<file path="src/rtl/dmem_arbiter.sv">
// dmem_arbiter
//   Shares the single-port data memory between the core's memory stage and a
//   DMA/loader port. One access per cycle; the core is stalled when the DMA
//   wins a contested cycle. A bounded-share counter forces a DMA grant after
//   CPU_SHARE consecutive contested CPU wins, so neither side starves.
//
// Ports
//   clk, reset                 clock, synchronous active-high reset
//   cpu_re, cpu_we             core load / store request
//   cpu_adr, cpu_wd            core byte address / store data
//   cpu_rd                     load data to core (combinational from mem_rd)
//   cpu_stall                  core freeze request
//   dma_req, dma_we            DMA request (held until granted), 1 = write
//   dma_adr, dma_wd            DMA byte address / write data
//   dma_gnt                    DMA access accepted this cycle
//   dma_rdata, dma_rvalid      registered DMA read data and one-cycle valid
//   mem_we, mem_adr, mem_wd    to dmem
//   mem_rd                     from dmem, combinational read of mem_adr
module dmem_arbiter #(
  parameter int unsigned CPU_SHARE = 3,
  parameter int unsigned AW        = 32
) (
  input  logic          clk,
  input  logic          reset,
  input  logic          cpu_re,
  input  logic          cpu_we,
  input  logic [AW-1:0] cpu_adr,
  input  logic [31:0]   cpu_wd,
  output logic [31:0]   cpu_rd,
  output logic          cpu_stall,
  input  logic          dma_req,
  input  logic          dma_we,
  input  logic [AW-1:0] dma_adr,
  input  logic [31:0]   dma_wd,
  output logic          dma_gnt,
  output logic [31:0]   dma_rdata,
  output logic          dma_rvalid,
  output logic          mem_we,
  output logic [AW-1:0] mem_adr,
  output logic [31:0]   mem_wd,
  input  logic [31:0]   mem_rd
);

  localparam logic [3:0] SHARE_LIM = 4'(CPU_SHARE);

  logic       cpu_req;
  logic       contested;
  logic       cpu_gnt;
  logic [3:0] share_cnt;
  logic       rvalid_q;

  always_comb begin
    cpu_req   = cpu_re | cpu_we;
    contested = cpu_req & dma_req;
    cpu_gnt   = 1'b0;
    dma_gnt   = 1'b0;
    if (contested) begin
      if (share_cnt < SHARE_LIM) cpu_gnt = 1'b1;
      else                       dma_gnt = 1'b1;
    end else begin
      cpu_gnt = cpu_req;
      dma_gnt = dma_req;
    end
  end

  always_comb begin
    mem_adr   = dma_gnt ? dma_adr : cpu_adr;
    mem_wd    = dma_gnt ? dma_wd  : cpu_wd;
    mem_we    = cpu_gnt ? cpu_we : (dma_gnt & dma_we);
    cpu_rd    = mem_rd;
    cpu_stall = cpu_req & ~cpu_gnt;
  end

  always_ff @(posedge clk) begin
    if (reset) begin
      share_cnt <= '0;
      rvalid_q  <= 1'b0;
      dma_rdata <= '0;
    end else begin
      if (dma_gnt)        share_cnt <= '0;
      else if (contested) share_cnt <= share_cnt + 4'd1;
      rvalid_q <= dma_gnt & ~dma_we;
      if (dma_gnt & ~dma_we) dma_rdata <= mem_rd;
    end
  end

  // Masking with reset drops a response whose valid cycle coincides with
  // reset, so a read granted just before reset never reports valid.
  assign dma_rvalid = rvalid_q & ~reset;

endmodule

</file>
<file path="config.mk">
export PLATFORM = sky130hd
export DESIGN_NAME = dmem_arbiter
export DESIGN_NICKNAME = d
export VERILOG_FILES = /design/src/rtl/dmem_arbiter.sv
export SDC_FILE = /design/constraint.sdc
export NUM_CORES = 1
export LEC_CHECK = 0
export BUFFER_PORTS_ARGS = -buffer_cell sky130_fd_sc_hd__buf_2
export CORE_AREA = 8 8 111 113
export DETAILED_ROUTE_END_ITERATION = 8
export DIE_AREA = 0 0 119 121
export PLACE_DENSITY = 0.69
export SLEW_MARGIN = 5
export SYNTH_ARGS = -nofsm -noshare
export SYNTH_HDL_FRONTEND = slang
export SYNTH_SLANG_ARGS = --single-unit
</file>
<file path="constraint.sdc">
create_clock -name clk -period 5.1 [get_ports clk]
set_input_delay 0.765 -clock clk [delete_from_list [all_inputs] [get_ports clk]]
set_output_delay 0.765 -clock clk [all_outputs]
set_load 0.01 [all_outputs]
</file>
==> implementation parameters, run 1 <==
Parameter                              Value

Synth
  Most common cell in the synthesized netlist ... nand2b_1
  Share of Yosys cell area claimed by the top area cell type ... 27.2%
  Distinct cells, synth ... 28
  Top cells by area in the synthesized netlist ... dfxtp_1 (27%), mux2_1 (18%), nand2b_1 (15%)
  Synth Cell Area ... 0.00272 mm^2
  Synthesized instance count ... 271
  Number of synthesized register bits ... 37
  Number of enable-type register cells in the synthesized netlist ... 0
  Number of nets in the synthesized netlist ... 438
  Async set-reset flop share out of synthesis ... 0%
  Primary FF master, synth ... dfxtp_1
  Synthesized area per cell ... 10.0 um^2
  Leading post-synthesis cells by instance count ... nand2b_1 (64), mux2_1 (44), dfxtp_1 (37)
  Cell type contributing the most total cell area after synthesis ... dfxtp_1
  Sequential-to-total area share from yosys stat ... 27.2%
  Count of warnings emitted by yosys ... 0

Clocking
  Number of setup buffers added after CTS ... 0
  Clock Sinks ... 37
  Clk slew on worst S/H paths ... 70 ps
  # resized after CTS ... 0
  H-tree Lvls ... 2
  Inserted Clock Buffers ... 5
  CTS hold repair buffers ... 0
  Clock tree from TritonCTS ... yes
  Clock Tree Buf Depth ... 2
  Clk root buf ... clkbuf_8
  Clock latency at the later pin of the worst-skew pair ... 290 ps

Floorplanning
  DIE HEIGHT ... 121 um
  Horiz. Die Dim ... 119 um
  Starting Density ... 25.7%
  Die area ... 0.0144 mm^2
  Placeable core region ... 0.0106 mm^2
  Number of rows created at floorplan ... 38
  # IOs ... 298

Setup path
  Largest fanout of any net on the critical path ... 52
  Ordered list of cells on the worst path ... ha_1 -> or3_4 -> o21ai_4 -> buf_4 -> mux2_1 -> buf_2
  Setup CP Type ... flip-flop to output port
  CP startpoint kind ... flip-flop
  Endpoint required time on the critical path ... 4340 ps
  Critical register-to-register path startpoint ... share_cnt[0]$_SDFFE_PP0N_
  Highest cell delay on the worst timing path ... 620 ps
  Worst reg2reg path endpoint ... dma_rdata[8]$_SDFFE_PP0P_
  Max stage delay cell, worst path ... buf_4
  Worst reg2reg setup slack ... 3090 ps
  Kind of end point of the critical path ... output port
  Arrival time at the worst endpoint ... 2840 ps
  Worst reg2reg path depth ... 4

Hold path
  Critical hold path startpoint ... dma_rdata[22]$_SDFFE_PP0P_
  Hold-critical path endpoint ... dma_rdata[22]$_SDFFE_PP0P_
  Min-delay worst type ... flip-flop to flip-flop
  Cell count of the worst hold path ... 2

GRT
  Global routing usage summed across all routing layers ... 14.9%
  Antenna violations before repair ... 1
  Global-route wire length before repair ... 17100 um
  Leftover overflow at the end of global routing ... 0
  Vias in the first global route ... 2939
  Pin count of the biggest net entering global routing ... 70

STA
  Number of setup violations in the final report ... 0
  Sum Neg Setup Slack ... 0 ps
  Final worst path period need ... 3600 ps
  Worst Clk Skew ... 10.6 ps
  RSZ-0062 raised after global routing ... no
  Final max-slew violation count ... 0
  Worst slew pin tran ... 1140 ps
  Relative slew slack ... 24.3%
  Worst hold-check slack ... 472 ps
  Final period utilization ... 70.7%
  Maximum clock frequency ... 0.277 GHz
  Number of endpoints with negative hold slack in the final report ... 0

Layout
  Final core utilization ... 39.1%
  Final standard cell count with taps included and fillers excluded ... 669
  Synth-to-layout area growth ... 52.2%
  Share of cells above drive strength 1 ... 63.3%
  Nets ... 694

Power and ir drop
  IR Drop Worst-Case VDD ... 0.116 mV
  Switching power share of the total ... 29.5%
  Lkg Pwr ... 0.00212 uW
  Total internal power ... 549 uW
  Power density over cell area ... 188 mW/mm^2
  Portion of total power attributed to the clock network ... 29.3%
  Total chip power ... 778 uW
  Part of the total power dissipated in combinational logic ... 32.1%
  Power dissipated by switching net loads ... 230 uW
  Flop pwr share ... 38.6%

Drt
  Number of optimization iterations in the first detailed-route pass ... 4
  Drc violations ... 0
  Initial DRC Count ... 86
  Post-detailed-route count of antenna-violating nets ... 0
  Total Wirelength ... 11600 um
  WL per Instance ... 17.3 um
  Via density per instance ... 4.28
  Via count ... 2866

Place
  Detail Placement HPWL ... 10000 um
  Final Wtd Congestion ... 0.938
  Count of placed standard cells including taps ... 660
  Port Buffers ... 297

Outcome
  Result of the run ... completed

Job
  Max-capacitance violation count ... 0
## logic make-up after synthesis
logic type | after synthesis | synth area share, %
multiplexers | 97 | 38.6
XOR/XNOR | 1 | 0.322
AO/OA/AOI/OAI | 6 | 1.88
flip-flops | 37 | 27.2
AND/OR/NAND/NOR | 77 | 17.7
adder cells (fa/ha/maj) | 1 | 0.460
buffers and inverters | 52 | 13.8
## routing by layer
layer	vias up	track usage, %	part of all wire [%]
li1	1396	-	-
met1	1309	15.7	39
met2	149	26.0	49
met3	12	6.75	9.3
met4	0	5.06	2.8
met5	-	0	0
## power groups by stage
| stage | registers (uW) | clock network [uW] | logic (uW) |
|---|---|---|---|
| 2_1_floorplan | 310 | 0 | 130 |
| 3_3_place_gp | 307 | 0 | 248 |
| 3_5_place_dp | 307 | 0 | 253 |
| 4_1_cts | 301 | 239 | 254 |
| 5_1_grt | 302 | 255 | 270 |
| 6_report | 301 | 228 | 250 |
## how the worst max path moves through the flow
| stage | to | from | slack, ps | depth (start not counted) |
|---|---|---|---|---|
| after floorplan | mem_wd[23] | share_cnt[0]$_SDFFE_PP0N_ | 2620 | 6 |
| after global placement | mem_wd[31] | cpu_re | 1830 | 6 |
| after detailed placement | mem_wd[31] | cpu_re | 1780 | 6 |
| after CTS | mem_wd[31] | share_cnt[0]$_SDFFE_PP0N_ | 1490 | 6 |
| after global routing | mem_wd[31] | share_cnt[0]$_SDFFE_PP0N_ | 1370 | 6 |
| final | mem_adr[2] | share_cnt[0]$_SDFFE_PP0N_ | 1500 | 6 |
## worst max-delay path, delay by kind of cell (launching register included)
family / cells / cell delay [ps]
AOI/OAI and AO/OA: 1 / 400
adders and majority gates: 1 / 210
buffers and inverters: 2 / 780
DFF: 1 / 340
muxes: 1 / 430
and+or+nand+nor: 1 / 360
## final cells by class
cell class	instances	area (um^2)
fill	1051	6460
clock inverter	1	5.00
multi-input combinational	182	1610
sequential	37	741
inverter	2	7.51
antenna	1	2.50
clock buffer	7	96.3
timing repair buffer	299	1500
tap	140	175
## flip-flops by register name, indices dropped and copies added (netlist names)
name       flops
share_cnt      4
rvalid_q       1
dma_rdata     32
## layout by cell type, fill, tap and decap left out, types with 2 or more instances in the layout
cell type  synthesis  final
nor3_1             2      2
buf_4             33      2
nor2_1             2      2
nand2_1            2      2
clkbuf_8           0      7
mux2_2            20     20
nor3_2             2      2
buf_2              3    297
dfxtp_1           37     37
mux2i_1           33     33
nand2b_1          64     64
mux2_1            44     44
## stage by stage
stage	setup slack, ps	instance area [um^2]
3_5_place_dp	1780	4040
3_3_place_gp	1830	4040
4_1_cts	1490	4140
2_1_floorplan	2620	2720
5_1_grt	1370	4140
6_report	1500	4140
No activity file was read; power rests on OpenSTA's default activity.
==> run 2, diff against run 1 <==
CORE_AREA = 8 8 110 112   (was 8 8 111 113)
DIE_AREA = 0 0 118 120   (was 0 0 119 121)
PLACE_DENSITY = 0.73   (was 0.69)
clock period = 3.2 ns   (was 5.1 ns; I/O delays follow)
==> run 2 against run 1 <==
Against the previous run:
- cell area rose by 0.79%
- sequential share of layout area fell by 0.14 points
- hold slack got worse by 62 ps
- clock power increased by 54%
- non-clock buffer count rose by 2
- clock skew fell by 1.9 ps
- first-iteration DRC count increased by 8.1%
- flip-flop and latch count did not move
- critical path depth unchanged
- largest power group unchanged
==> implementation parameters, run 2 (same netlist as run 1, synthesis figures left out) <==
Parameter                              Value

STA
  Sum Neg Setup Slack ... 0 ps (unchanged)
  Final worst path period need ... 2840 ps
  Maximum clock frequency ... 0.353 GHz
  Worst slew pin tran ... 623 ps (-513 ps)
  Number of endpoints with negative hold slack in the final report ... 0 (unchanged)
  Relative slew slack ... 58.5% (+34 points)
  Number of setup violations in the final report ... 0 (unchanged)
  Worst Clk Skew ... 8.71 ps (-1.87 ps)
  Final period utilization ... 88.6%
  Final max-slew violation count ... 0 (unchanged)
  RSZ-0062 raised after global routing ... no

Layout
  Share of cells above drive strength 1 ... 63.4% (+0.14 points)
  Design Area, Final ... 0.00417 mm^2 (+0.79%)
  Synth-to-layout area growth ... 53.4%
  Most frequent cells in the layout ... buf_2 (297), nand2b_1 (64), mux2_1 (44)
  Ant diodes ... 0 (-1)
  Largest registers ... dma_rdata (32), share_cnt (4), rvalid_q (1)
  Reg with most FFs ... dma_rdata
  Fill cells ... 1073 (+2.1%)
  Sequential standard cell area ... 741 um^2 (unchanged)
  Nets ... 696 (+0.29%)
  Number of flip-flops in the largest register ... 32 (unchanged)
  Multi-input gate area ... 0.00161 mm^2 (unchanged)
  Most common library cell in the layout ignoring fill and taps ... buf_2

Drt
  Post-detailed-route count of antenna-violating nets ... 0 (unchanged)
  Via density per instance ... 4.34 (+1.3%)
  Drc violations ... 0 (unchanged)
  Number of optimization iterations in the first detailed-route pass ... 4 (unchanged)
  Total Wirelength ... 12400 um (+7.0%)
  Initial DRC Count ... 93 (+8.1%)
  WL per Instance ... 18.5 um (+6.8%)
  Via count ... 2907 (+1.4%)

Setup path
  Setup crit start ... share_cnt[0]$_SDFFE_PP0N_
  Arrival time at the worst endpoint ... 2360 ps (-480 ps)
  Endpoint required time on the critical path ... 2720 ps (-1620 ps)
  Setup CP Type ... flip-flop to output port
  Critical register-to-register path startpoint ... share_cnt[0]$_SDFFE_PP0N_
  Largest fanout of any net on the critical path ... 66 (+27%)
  CP startpoint kind ... flip-flop
  Worst reg2reg setup slack ... 1310 ps (-1780 ps)
  Kind of end point of the critical path ... output port

Hold path
  Critical hold path startpoint ... dma_we
  Min-delay worst type ... primary input to flip-flop

Floorplanning
  # IOs ... 298 (unchanged)
  Starting Density ... 25.9% (+0.23 points)
  Number of rows created at floorplan ... 38 (unchanged)
  DIE HEIGHT ... 120 um (-0.83%)
  Die area ... 0.0142 mm^2 (-1.7%)
  Placeable core region ... 0.0105 mm^2 (-0.90%)
  Horiz. Die Dim ... 118 um (-0.84%)

Place
  Final Wtd Congestion ... 0.970 (+3.4%)
  Detail Placement HPWL ... 10900 um (+8.8%)
  Port Buffers ... 297 (unchanged)
  Instance area after placement ... 0.00408 mm^2 (+0.99%)

Clocking
  Clock Sinks ... 37 (unchanged)
  Clock tree from TritonCTS ... yes
  Clk slew on worst S/H paths ... 70 ps (about the same)
  Clock latency at the later pin of the worst-skew pair ... 290 ps (about the same)
  Number of setup buffers added after CTS ... 0 (unchanged)
  H-tree Lvls ... 2 (unchanged)
  Clock Tree Buf Depth ... 2 (unchanged)
  Inserted Clock Buffers ... 5 (unchanged)
  # resized after CTS ... 0 (unchanged)
  CTS hold repair buffers ... 0 (unchanged)
  Clk root buf ... clkbuf_8

GRT
  Vias in the first global route ... 3103 (+5.6%)
  Pin count of the biggest net entering global routing ... 67 (-4.3%)
  Global routing usage summed across all routing layers ... 16.4% (+1.5 points)
  Global-route wire length before repair ... 18200 um (+6.3%)
  Antenna violations before repair ... 1 (unchanged)
  Leftover overflow at the end of global routing ... 0 (unchanged)

Power and ir drop
  Portion of total power attributed to the clock network ... 28.3% (-1.0 points)
  Part of the total power dissipated in combinational logic ... 33.1% (+1.0 points)
  Power density over cell area ... 297 mW/mm^2 (+58%)
  Switching power share of the total ... 30.9% (+1.4 points)
  Flop pwr share ... 38.6% (about the same)
  IR Drop Worst-Case VDD ... 0.192 mV (+65%)
  Total internal power ... 858 uW (+56%)
  Lkg Pwr ... 0.00213 uW (+0.76%)
  Power dissipated by switching net loads ... 384 uW (+67%)

Job
  Max-capacitance violation count ... 0 (unchanged)

Outcome
  Result of the run ... completed
run 2: worst paths after layout:
path                            depth (start not counted)                          to
worst max-delay path                                    6                  mem_wd[31]
worst min-delay path                                    2         rvalid_q$_SDFF_PP0_
worst min register to register                          2   dma_rdata[7]$_SDFFE_PP0P_
worst max register to register                          5  dma_rdata[24]$_SDFFE_PP0P_
run 2: worst max-delay path, stage by stage, from the launching register on:
cell,delay (ps)
dfxtp_1,340
ha_1,210
or3_4,360
o21ai_4,180
buf_12,310
mux2_1,450
buf_2,180
run 2: routing by layer:
layer / global-route usage (%) / up-vias / wire, um
li1: - / 1394 / -
met1: 16.2 / 1336 / 4420
met2: 31.2 / 159 / 6530
met3: 5.78 / 16 / 1120
met4: 5.76 / 2 / 311
met5: 0 / - / 10
run 2: through the flow:
step,setup slack [ps],power (uW),utilization (%),std cells,hold WS [ps]
5_1_grt,294,1310,39.7,670,395
3_3_place_gp,728,899,38.8,662,455
3_5_place_dp,697,906,38.8,662,458
4_1_cts,375,1260,39.7,670,388
6_report,365,1240,39.7,670,410
2_1_floorplan,1010,701,-,271,480
run 2: cell type report:
| cell class | instances | share of cell area (%) |
|---|---|---|
| sequential | 37 | 17.7 |
| clock inverter | 2 | 0.330 |
| timing repair buffer | 301 | 36.9 |
| tap | 140 | 4.20 |
| inverter | 2 | 0.180 |
| multi-input combinational | 182 | 38.6 |
| clock buffer | 6 | 1.98 |
run 2: power by group through the flow:
| stage | combinational [uW] | sequential (uW) | clock (uW) |
|---|---|---|---|
| detailed placement | 417 | 490 | 0 |
| global placement | 410 | 489 | 0 |
| CTS | 418 | 479 | 364 |
| floorplan | 207 | 494 | 0 |
| global route | 441 | 481 | 390 |
| finish | 411 | 479 | 351 |
==> run 3, diff against run 2 <==
CELL_PAD_IN_SITES_DETAIL_PLACEMENT = 1   (was default)
CELL_PAD_IN_SITES_GLOBAL_PLACEMENT = 1   (was default)
CORE_AREA = default   (was 8 8 110 112)
CORE_MARGIN = 8   (was default)
CORE_UTILIZATION = 21   (was default)
DIE_AREA = default   (was 0 0 118 120)
PLACE_DENSITY = 0.85   (was 0.73)
==> run 3 against run 2 <==
Against the previous run:
- fmax down 0.71%
- critical path depth unchanged
- non-clock buffer count grew 1
==> implementation parameters, run 3 (same netlist as run 1, synthesis figures left out) <==
Parameter                              Value

Drt
  Via density per instance ... 4.17 (-3.9%)
  Via count ... 2941 (+1.2%)
  Number of optimization iterations in the first detailed-route pass ... 4 (unchanged)
  WL per Instance ... 19.9 um (+7.8%)
  Total Wirelength ... 14000 um (+13%)
  Initial DRC Count ... 141 (+52%)
  Drc violations ... 0 (unchanged)
  Post-detailed-route count of antenna-violating nets ... 0 (unchanged)

Clocking
  Clock tree from TritonCTS ... yes
  # resized after CTS ... 0 (unchanged)
  H-tree Lvls ... 2 (unchanged)
  Clock latency at the later pin of the worst-skew pair ... 280 ps (about the same)
  Clock Tree Buf Depth ... 2 (unchanged)
  Clk slew on worst S/H paths ... 50 ps (-20 ps)
  Number of setup buffers added after CTS ... 0 (unchanged)
  CTS hold repair buffers ... 0 (unchanged)
  Clk root buf ... clkbuf_16
  Inserted Clock Buffers ... 5 (unchanged)
  Clock Sinks ... 37 (unchanged)

STA
  Sum Neg Setup Slack ... 0 ps (unchanged)
  Maximum clock frequency ... 0.350 GHz (-0.71%)
  Final worst path period need ... 2860 ps (+20.2 ps)
  Worst slew pin tran ... 762 ps (+138 ps)
  Final max-slew violation count ... 0 (unchanged)
  RSZ-0062 raised after global routing ... no
  Number of setup violations in the final report ... 0 (unchanged)
  Worst Clk Skew ... 3.00 ps (-5.71 ps)
  Final period utilization ... 89.2% (+0.63 points)
  Number of endpoints with negative hold slack in the final report ... 0 (unchanged)
  Relative slew slack ... 49.2% (-9.2 points)

Setup path
  Largest fanout of any net on the critical path ... 32 (-52%)
  Kind of end point of the critical path ... output port
  Worst reg2reg setup slack ... 1160 ps (-150 ps)
  Setup crit start ... share_cnt[0]$_SDFFE_PP0N_
  Arrival time at the worst endpoint ... 2380 ps (+20 ps)
  Max stage delay cell, worst path ... mux2_1
  Critical path destination ... mem_wd[30]
  Setup CP Type ... flip-flop to output port
  Worst reg2reg path endpoint ... dma_rdata[25]$_SDFFE_PP0P_
  Highest cell delay on the worst timing path ... 450 ps (about the same)
  Endpoint required time on the critical path ... 2720 ps (about the same)
  Critical register-to-register path startpoint ... share_cnt[0]$_SDFFE_PP0N_
  Worst reg2reg path depth ... 5 (unchanged)
  Ordered list of cells on the worst path ... ha_1 -> or3_4 -> o21ai_4 -> buf_4 -> mux2_1 -> buf_2
  CP startpoint kind ... flip-flop

Layout
  Final core utilization ... 33.6% (-6.1 points)
  Share of cells above drive strength 1 ... 63.1% (-0.31 points)
  Fill cells ... 1586 (+48%)
  Sequential standard cell area ... 741 um^2 (unchanged)
  Multi-input gate area ... 0.00161 mm^2 (unchanged)
  Reg with most FFs ... dma_rdata
  Synth-to-layout area growth ... 56.0%
  Nets ... 697 (+0.14%)
  Most common library cell in the layout ignoring fill and taps ... buf_2
  Largest registers ... dma_rdata (32), share_cnt (4), rvalid_q (1)
  Most frequent cells in the layout ... buf_2 (297), nand2b_1 (64), mux2_1 (44)
  Number of flip-flops in the largest register ... 32 (unchanged)

Floorplanning
  Number of rows created at floorplan ... 41 (+7.9%)
  DIE HEIGHT ... 130 um (+8.2%)
  Starting Density ... 21.6% (-4.3 points)
  Die area ... 0.0169 mm^2 (+19%)
  # IOs ... 298 (unchanged)
  Horiz. Die Dim ... 130 um (+10%)
  Placeable core region ... 0.0126 mm^2 (+20%)

Place
  Final Wtd Congestion ... 0.930 (-4.1%)
  Detail Placement HPWL ... 12500 um (+14%)
  Port Buffers ... 297 (unchanged)

GRT
  Leftover overflow at the end of global routing ... 0 (unchanged)
  Vias in the first global route ... 3413 (+10%)
  Antenna violations before repair ... 4 (+3)
  Global routing usage summed across all routing layers ... 15.4% (-0.96 points)
  Pin count of the biggest net entering global routing ... 38 (-43%)
  Global-route wire length before repair ... 19700 um (+7.8%)

Power and ir drop
  Lkg Pwr ... 0.00214 uW (+0.42%)
  Power density over cell area ... 321 mW/mm^2 (+8.0%)
  IR Drop Worst-Case VDD ... 0.151 mV (-21%)

Hold path
  Min-delay worst type ... primary input to flip-flop

Outcome
  Result of the run ... completed

Job
  Max-capacitance violation count ... 0 (unchanged)
==> run 3: cell types whose count changed in the layout (fill, tap and decap cells not counted) <==
cell / before / now
diode_2: 0 / 2
clkinvlp_4: 0 / 1
clkinv_2: 1 / 0
clkbuf_1: 0 / 2
buf_12: 2 / 0
clkbuf_8: 6 / 0
buf_4: 2 / 5
clkinv_4: 1 / 0
clkbuf_16: 0 / 5
==> run 3: metrics by stage <==
stage	cells	hold slack [ps]	instance area [um^2]	setup WS (ps)	total power, uW
finish	705	433	4250	345	1360
global route	705	435	4250	256	1440
CTS	703	428	4240	324	1400
detailed placement	695	466	4100	627	909
global placement	695	455	4100	657	899
floorplan	271	480	2720	1010	701
==> run 3: final cells by class <==
cell class                      count  share of cell area, %
Antenna cell                        2                  0.118
Sequential cell                    37                   17.4
Timing Repair Buffer              302                   35.9
Multi-Input combinational cell    182                   38.0
Clock buffer                        7                   3.12
Clock inverter                      1                  0.177
Inverter                            2                  0.177
Tap cell                          172                   5.07
==> run 3: routing by layer <==
metal	share of wire, %	up-vias	GRT usage, %
li1	-	1401	-
met1	32	1342	13.6
met5	0.19	-	0
met3	10	21	5.75
met4	2.7	4	5.74
met2	54	173	30.9
==> run 3: worst min path at each step <==
stage,start,end,cells after the start
2_1_floorplan,share_cnt[2]$_SDFFE_PP0N_,share_cnt[2]$_SDFFE_PP0N_,1
3_3_place_gp,dma_rdata[6]$_SDFFE_PP0P_,dma_rdata[6]$_SDFFE_PP0P_,2
3_5_place_dp,dma_rdata[17]$_SDFFE_PP0P_,dma_rdata[17]$_SDFFE_PP0P_,2
4_1_cts,dma_we,rvalid_q$_SDFF_PP0_,2
5_1_grt,dma_we,rvalid_q$_SDFF_PP0_,2
6_report,dma_we,rvalid_q$_SDFF_PP0_,2
==> run 3: report_power, final <==
part / internal, uW / total, uW / leakage, uW / switching (uW)
Sequential: 473 / 480 / 0.000300 / 7.00
Clock: 289 / 474 / 0.0000641 / 185
Combinational: 208 / 409 / 0.00178 / 201
Total: 971 / 1360 / 0.00214 / 393
==> run 3: critical path, delay by kind of cell, from the launching register on <==
family,cells,cell delay [ps]
simple gates,1,360
buf+inv,2,590
flops,1,330
compound gates,1,160
mux,1,450
fa+ha+maj,1,220
